## src/rtl/itr_ctrl.sv

```systemverilog
// Interrupt controller for the floating-point core: edge-collects NSRC sources,
// masks them, and sequences a one-cycle itr pulse per lowest-index eligible source.
module itr_ctrl #(
    parameter int unsigned NSRC      = 4,
    parameter int unsigned NBDATA    = 23,
    parameter int unsigned NUIOIN    = 8,
    parameter int unsigned NUIOOU    = 8,
    parameter int unsigned MASK_ADDR = NUIOOU - 1,
    parameter int unsigned STAT_ADDR = NUIOIN - 1,
    parameter int unsigned HOLDOFF   = 2
) (
    input  logic                      clk,
    input  logic                      rst,
    input  logic [NSRC-1:0]           irq,
    input  logic                      out_en,
    input  logic [$clog2(NUIOOU)-1:0] addr_out,
    input  logic [NBDATA-1:0]         data_out,
    input  logic                      req_in,
    input  logic [$clog2(NUIOIN)-1:0] addr_in,
    output logic [NBDATA-1:0]         io_data,
    output logic                      itr,
    output logic [$clog2(NSRC)-1:0]   itr_id,
    input  logic                      itr_end
);

    localparam int unsigned IDW = $clog2(NSRC);
    localparam int unsigned AWO = $clog2(NUIOOU);
    localparam int unsigned AWI = $clog2(NUIOIN);
    localparam int unsigned HW  = $clog2(HOLDOFF + 1);
    localparam logic [AWO-1:0] MASK_A = AWO'(MASK_ADDR);
    localparam logic [AWI-1:0] STAT_A = AWI'(STAT_ADDR);

    typedef enum logic [1:0] {IDLE, ASSERT, SERVICE, HOLD} state_t;

    state_t          state, state_nxt;
    logic [NSRC-1:0] mask, mask_nxt;
    logic [NSRC-1:0] pend, pend_nxt;
    logic [NSRC-1:0] irq_prev;
    logic [NSRC-1:0] rise, eligible, win_oh, pend_clr;
    logic [IDW-1:0]  winner, itr_id_nxt;
    logic [HW-1:0]   hold, hold_nxt;
    logic            itr_nxt;
    logic            busy;
    logic            unused_data;

    // Only the low NSRC bits of the output word carry the mask.
    assign unused_data = ^data_out[NBDATA-1:NSRC];

    assign rise     = irq & ~irq_prev;
    assign eligible = pend & mask;
    assign busy     = (state != IDLE);

    // Lowest set index wins: scan downward so the last hit is the smallest.
    always_comb begin
        winner = '0;
        win_oh = '0;
        for (int i = int'(NSRC) - 1; i >= 0; i--) begin
            if (eligible[i]) begin
                winner    = IDW'(i);
                win_oh    = '0;
                win_oh[i] = 1'b1;
            end
        end
    end

    always_comb begin
        state_nxt  = state;
        itr_nxt    = 1'b0;
        itr_id_nxt = itr_id;
        hold_nxt   = hold;
        pend_clr   = '0;
        mask_nxt   = mask;
        case (state)
            IDLE: begin
                if (|eligible) begin
                    itr_id_nxt = winner;
                    pend_clr   = win_oh;
                    itr_nxt    = 1'b1;
                    state_nxt  = ASSERT;
                end
            end
            ASSERT:  state_nxt = SERVICE;
            SERVICE: begin
                if (itr_end) begin
                    hold_nxt  = HW'(HOLDOFF - 1);
                    state_nxt = HOLD;
                end
            end
            HOLD: begin
                if (hold == '0) state_nxt = IDLE;
                else            hold_nxt  = hold - HW'(1);
            end
            default: state_nxt = IDLE;
        endcase
        // A fresh rise on the granted source survives its own clear.
        pend_nxt = (pend & ~pend_clr) | rise;
        if (out_en && addr_out == MASK_A) mask_nxt = data_out[NSRC-1:0];
    end

    always_ff @(posedge clk) begin
        irq_prev <= irq;
        if (rst) begin
            state  <= IDLE;
            mask   <= '0;
            pend   <= '0;
            itr    <= 1'b0;
            itr_id <= '0;
            hold   <= '0;
        end else begin
            state  <= state_nxt;
            mask   <= mask_nxt;
            pend   <= pend_nxt;
            itr    <= itr_nxt;
            itr_id <= itr_id_nxt;
            hold   <= hold_nxt;
        end
    end

    // Status word, LSB first: pend, itr_id, busy.
    always_comb begin
        io_data = '0;
        if (req_in && addr_in == STAT_A) io_data = NBDATA'({busy, itr_id, pend});
    end

endmodule

```

## config.mk

```make
export PLATFORM = sky130hd
export DESIGN_NAME = itr_ctrl
export DESIGN_NICKNAME = d
export VERILOG_FILES = /design/src/rtl/itr_ctrl.sv
export SDC_FILE = /design/constraint.sdc
export NUM_CORES = 1
export LEC_CHECK = 0
export CORE_UTILIZATION = 30
export DETAILED_ROUTE_END_ITERATION = 6
export PLACE_DENSITY = 0.68
export SLEW_MARGIN = 0
export SYNTH_ARGS = -nofsm -noshare
export SYNTH_HDL_FRONTEND = slang
export SYNTH_SLANG_ARGS = --single-unit
```

## constraint.sdc

```tcl
create_clock -name clk -period 3.1 [get_ports clk]
set_input_delay 0.31 -clock clk [delete_from_list [all_inputs] [get_ports clk]]
set_output_delay 0.31 -clock clk [all_outputs]
set_load 0.03 [all_outputs]
```

==> summary.md <==
| Metric | Value |
|---|---|
| Count leader, synth | dfxtp_1 |
| Vias per cell | 4.425 |
| Initial core utilization | 0.3230 |
| Post-Synth Adder-Cell Area | 0.04994 |
| Max Buffers Root-to-Sink | 2 |
| Post-DP Area | 1257 sq um |
| Pre-antenna DRT Iters | 3 |
| Synth Instances | 113 |
| Origin of the critical flop-to-flop path | state[0] |
| CP startpoint | addr_in[2] |
| Simple-gate share of the synthesized area | 0.2110 |
| Num CTS Buffers | 3 |
| First-pass GRT wire length | 2994 um |
| Crit Path Class | input pin to output pin |
| Layout Nets | 185 |
| Crit path DAT | 1.90 ns |
| Asr flop ratio synth | 0 |
| Synth top cells by count | dfxtp_1, buf_4, nor2_1 |
| Final period demand of the worst path | 2.213 ns |
| Detail Route Antenna Nets | 0 |
| RSZ-0062 raised after global routing | no |
| Synth-to-Final Area Change | 28.09% |
| Synth area leader | dfxtp_1 |
| Die X | 59.80 um |
| Compound-cell area share of the yosys netlist | 0.1436 |
| Post_cts resized | 0 |
| Status | complete, no violations |
| Overall Global Routing Usage | 0.1120 |
| Critical path's most frequent cell | clkdlybuf4s50_1 |
| Routed wire length | 1900 um |
| IO Pins | 64 |
| Synth unique cells | 29 |
| Pin count of the biggest net entering global routing | 16 |
| Main combinational cell family by area after synthesis | simple AND/OR/NAND/NOR gates |
| Slew margin rel. | 0.6085 |
| Synth warn | 0 |
| Worst skew pair latency | 0.29 ns |
| Post-synthesis sequential area ratio | 0.3795 |
| Main area contributors after synthesis | dfxtp_1, buf_4, nor2_1, ha_1, mux2i_1 |
| Main synth FF type | dfxtp_1 |
| Pwr/cell area | 430.9 nW/um^2 |
| Fin. Hold Viols | 0 |
| Area share of the largest cell type after synthesis | 0.3795 |
| DIE AREA | 3576 sq um |
| Crit path max fanout | 7 |
| Slowest CP cell | clkdlybuf4s50_1 |
| PortBufs | 28 |
| Vias in the first global route | 765 |
| Number of clock sinks | 19 |
| Final Max Tran Viols | 0 |
| Vias | 823 |
| Final instance area | 1284 sq um |
| Gr ovfl total | 0 |
| H-tree depth | 1 |
| Fmax | 0.4519 GHz |
| CTS tree | yes |
| Root Buffer | clkbuf_4 |
| Diode count | 0 |
| Core area | 3103 sq um |
| Period utilisation layout | 0.7139 |
| Avg Inst Size Synth | 8.869 sq um |
| Worst Tran Pin Value | 0.5855 ns |
| Post-CTS setup buffers | 0 |
| Clock transition at the registers of the reported paths | 0.11 ns |
| DRC viols | 0 |
| Initial antenna violation count | 0 |
| Post-synthesis mux area share | 0.06117 |
| Post-synth EDFFs | 0 |
| Wire per inst | 10.22 um |
| Share of post-route cells with drive strength above 1 | 0.06338 |
| Max cap viols | 0 |
| Drt initial violations | 4 |
| Syn Std Cell Area | 1002 sq um |
| Detailed Place HPWL | 1549 um |
| Leak pwr | 0.5021 nW |
| # rows | 20 |
| Worst EP required | 2.79 ns |
| CTS Hold Bufs | 0 |
| Hold Crit Class | input pin to flop |
| Worst vdd ir | 0.2462 mV |
| TNS Setup | 0 ns |
| Setup violators final | 0 |
| Min-delay src | irq[0] |
| Endpoint type of the worst setup path | output pin |
| Routability congestion estimate | 0.7276 |
| Synth Area in XOR/XNOR | 0 |
| Largest stage delay on the critical path | 0.68 ns |
| Clock skew | 0.004663 ns |
| Number of synthesized register bits | 19 |
| CP Launch Type | input pin |
| Cell Chain, Critical Path | clkdlybuf4s50_1 -> and4_1 -> and2_1 -> clkdlybuf4s50_1 |
| Die Y | 59.80 um |
## routing by layer
metal / vias to the layer above / track usage / routed length, um
li1: 407 / - / -
met1: 378 / 0.1293 / 796
met4: 0 / 0.05316 / 35
met2: 34 / 0.1857 / 946
met3: 4 / 0.03680 / 123
met5: - / 0 / 0
## worst max-delay path: cells and delay by family
kind | cells | cell delay, ns
AND/OR/NAND/NOR | 2 | 0.47
buffers and inverters | 2 | 1.13
## registers in the layout, indices dropped and copies added (netlist names)
register	flops
itr_id	2
itr	1
pend	4
state	2
hold	2
mask	4
irq_prev	4
## kinds of logic (layout without fill, tap and decap cells)
family                   count (synthesis)  after routing
AO/OA/AOI/OAI                           19             19
AND/OR/NAND/NOR                         42             42
buffers and inverters                   22             36
other                                    1             16
multiplexers                             6              6
flip-flops                              19             19
adder cells (fa/ha/maj)                  4              4
## per-stage QoR
stage            util  hold slack (ns)  instances  setup WS [ns]  power [mW]
6_report       0.4137           0.4711        186         0.8870      0.5532
5_1_grt        0.4137           0.4687        186         0.7728      0.5881
4_1_cts        0.4137           0.4694        186         0.8642      0.5575
3_5_place_dp   0.4052           0.4689        182         0.8711      0.4369
3_3_place_gp   0.4052           0.4621        182         0.8815      0.4275
2_1_floorplan       -           0.3377        128          1.636      0.4168
## power by group
part | internal (mW) | total (mW) | switching [mW]
Sequential | 0.261 | 0.275 | 0.0144
Clock | 0.0501 | 0.124 | 0.0739
Combinational | 0.0640 | 0.154 | 0.0898
## worst paths after layout
kind / endpoint / slack [ns] / cells past startpoint
setup / recovery: io_data[2] / 0.89 / 4
hold / removal: irq_prev[0] / 0.47 / 1
setup reg to reg: state[1] / 1.58 / 6
hold reg to reg: itr_id[0] / 0.48 / 2
## layout make-up
type,instances,area (sq um)
tap,44,55.05
clock buffer,4,26.28
sequential,19,380.4
timing repair buffer,28,280.3
inverter,4,15.01
multi-input combinational,87,526.8
fill,337,1819
## layout by cell type (no fill, tap or decap), drive strengths merged
| cell type | synthesis | final |
|---|---|---|
| and2 | 6 | 6 |
| nand4 | 1 | 1 |
| mux2 | 1 | 1 |
| a22o | 2 | 2 |
| dfxtp | 19 | 19 |
| inv | 4 | 4 |
| and4 | 1 | 1 |
| nor2b | 6 | 6 |
| nor3 | 2 | 2 |
| nand2 | 8 | 8 |
| a311oi | 1 | 1 |
| o21ai | 3 | 3 |
| a221o | 1 | 1 |
| ha | 4 | 4 |
| clkdlybuf4s50 | 0 | 28 |
| a211oi | 2 | 2 |
| mux2i | 5 | 5 |
| nor2 | 14 | 14 |
| nand2b | 1 | 1 |
| a21oi | 7 | 7 |
| o31ai | 1 | 1 |
| conb | 1 | 16 |
| clkbuf | 0 | 4 |
| a22oi | 2 | 2 |
| nand3 | 3 | 3 |
(Power assumes the default switching activity.)
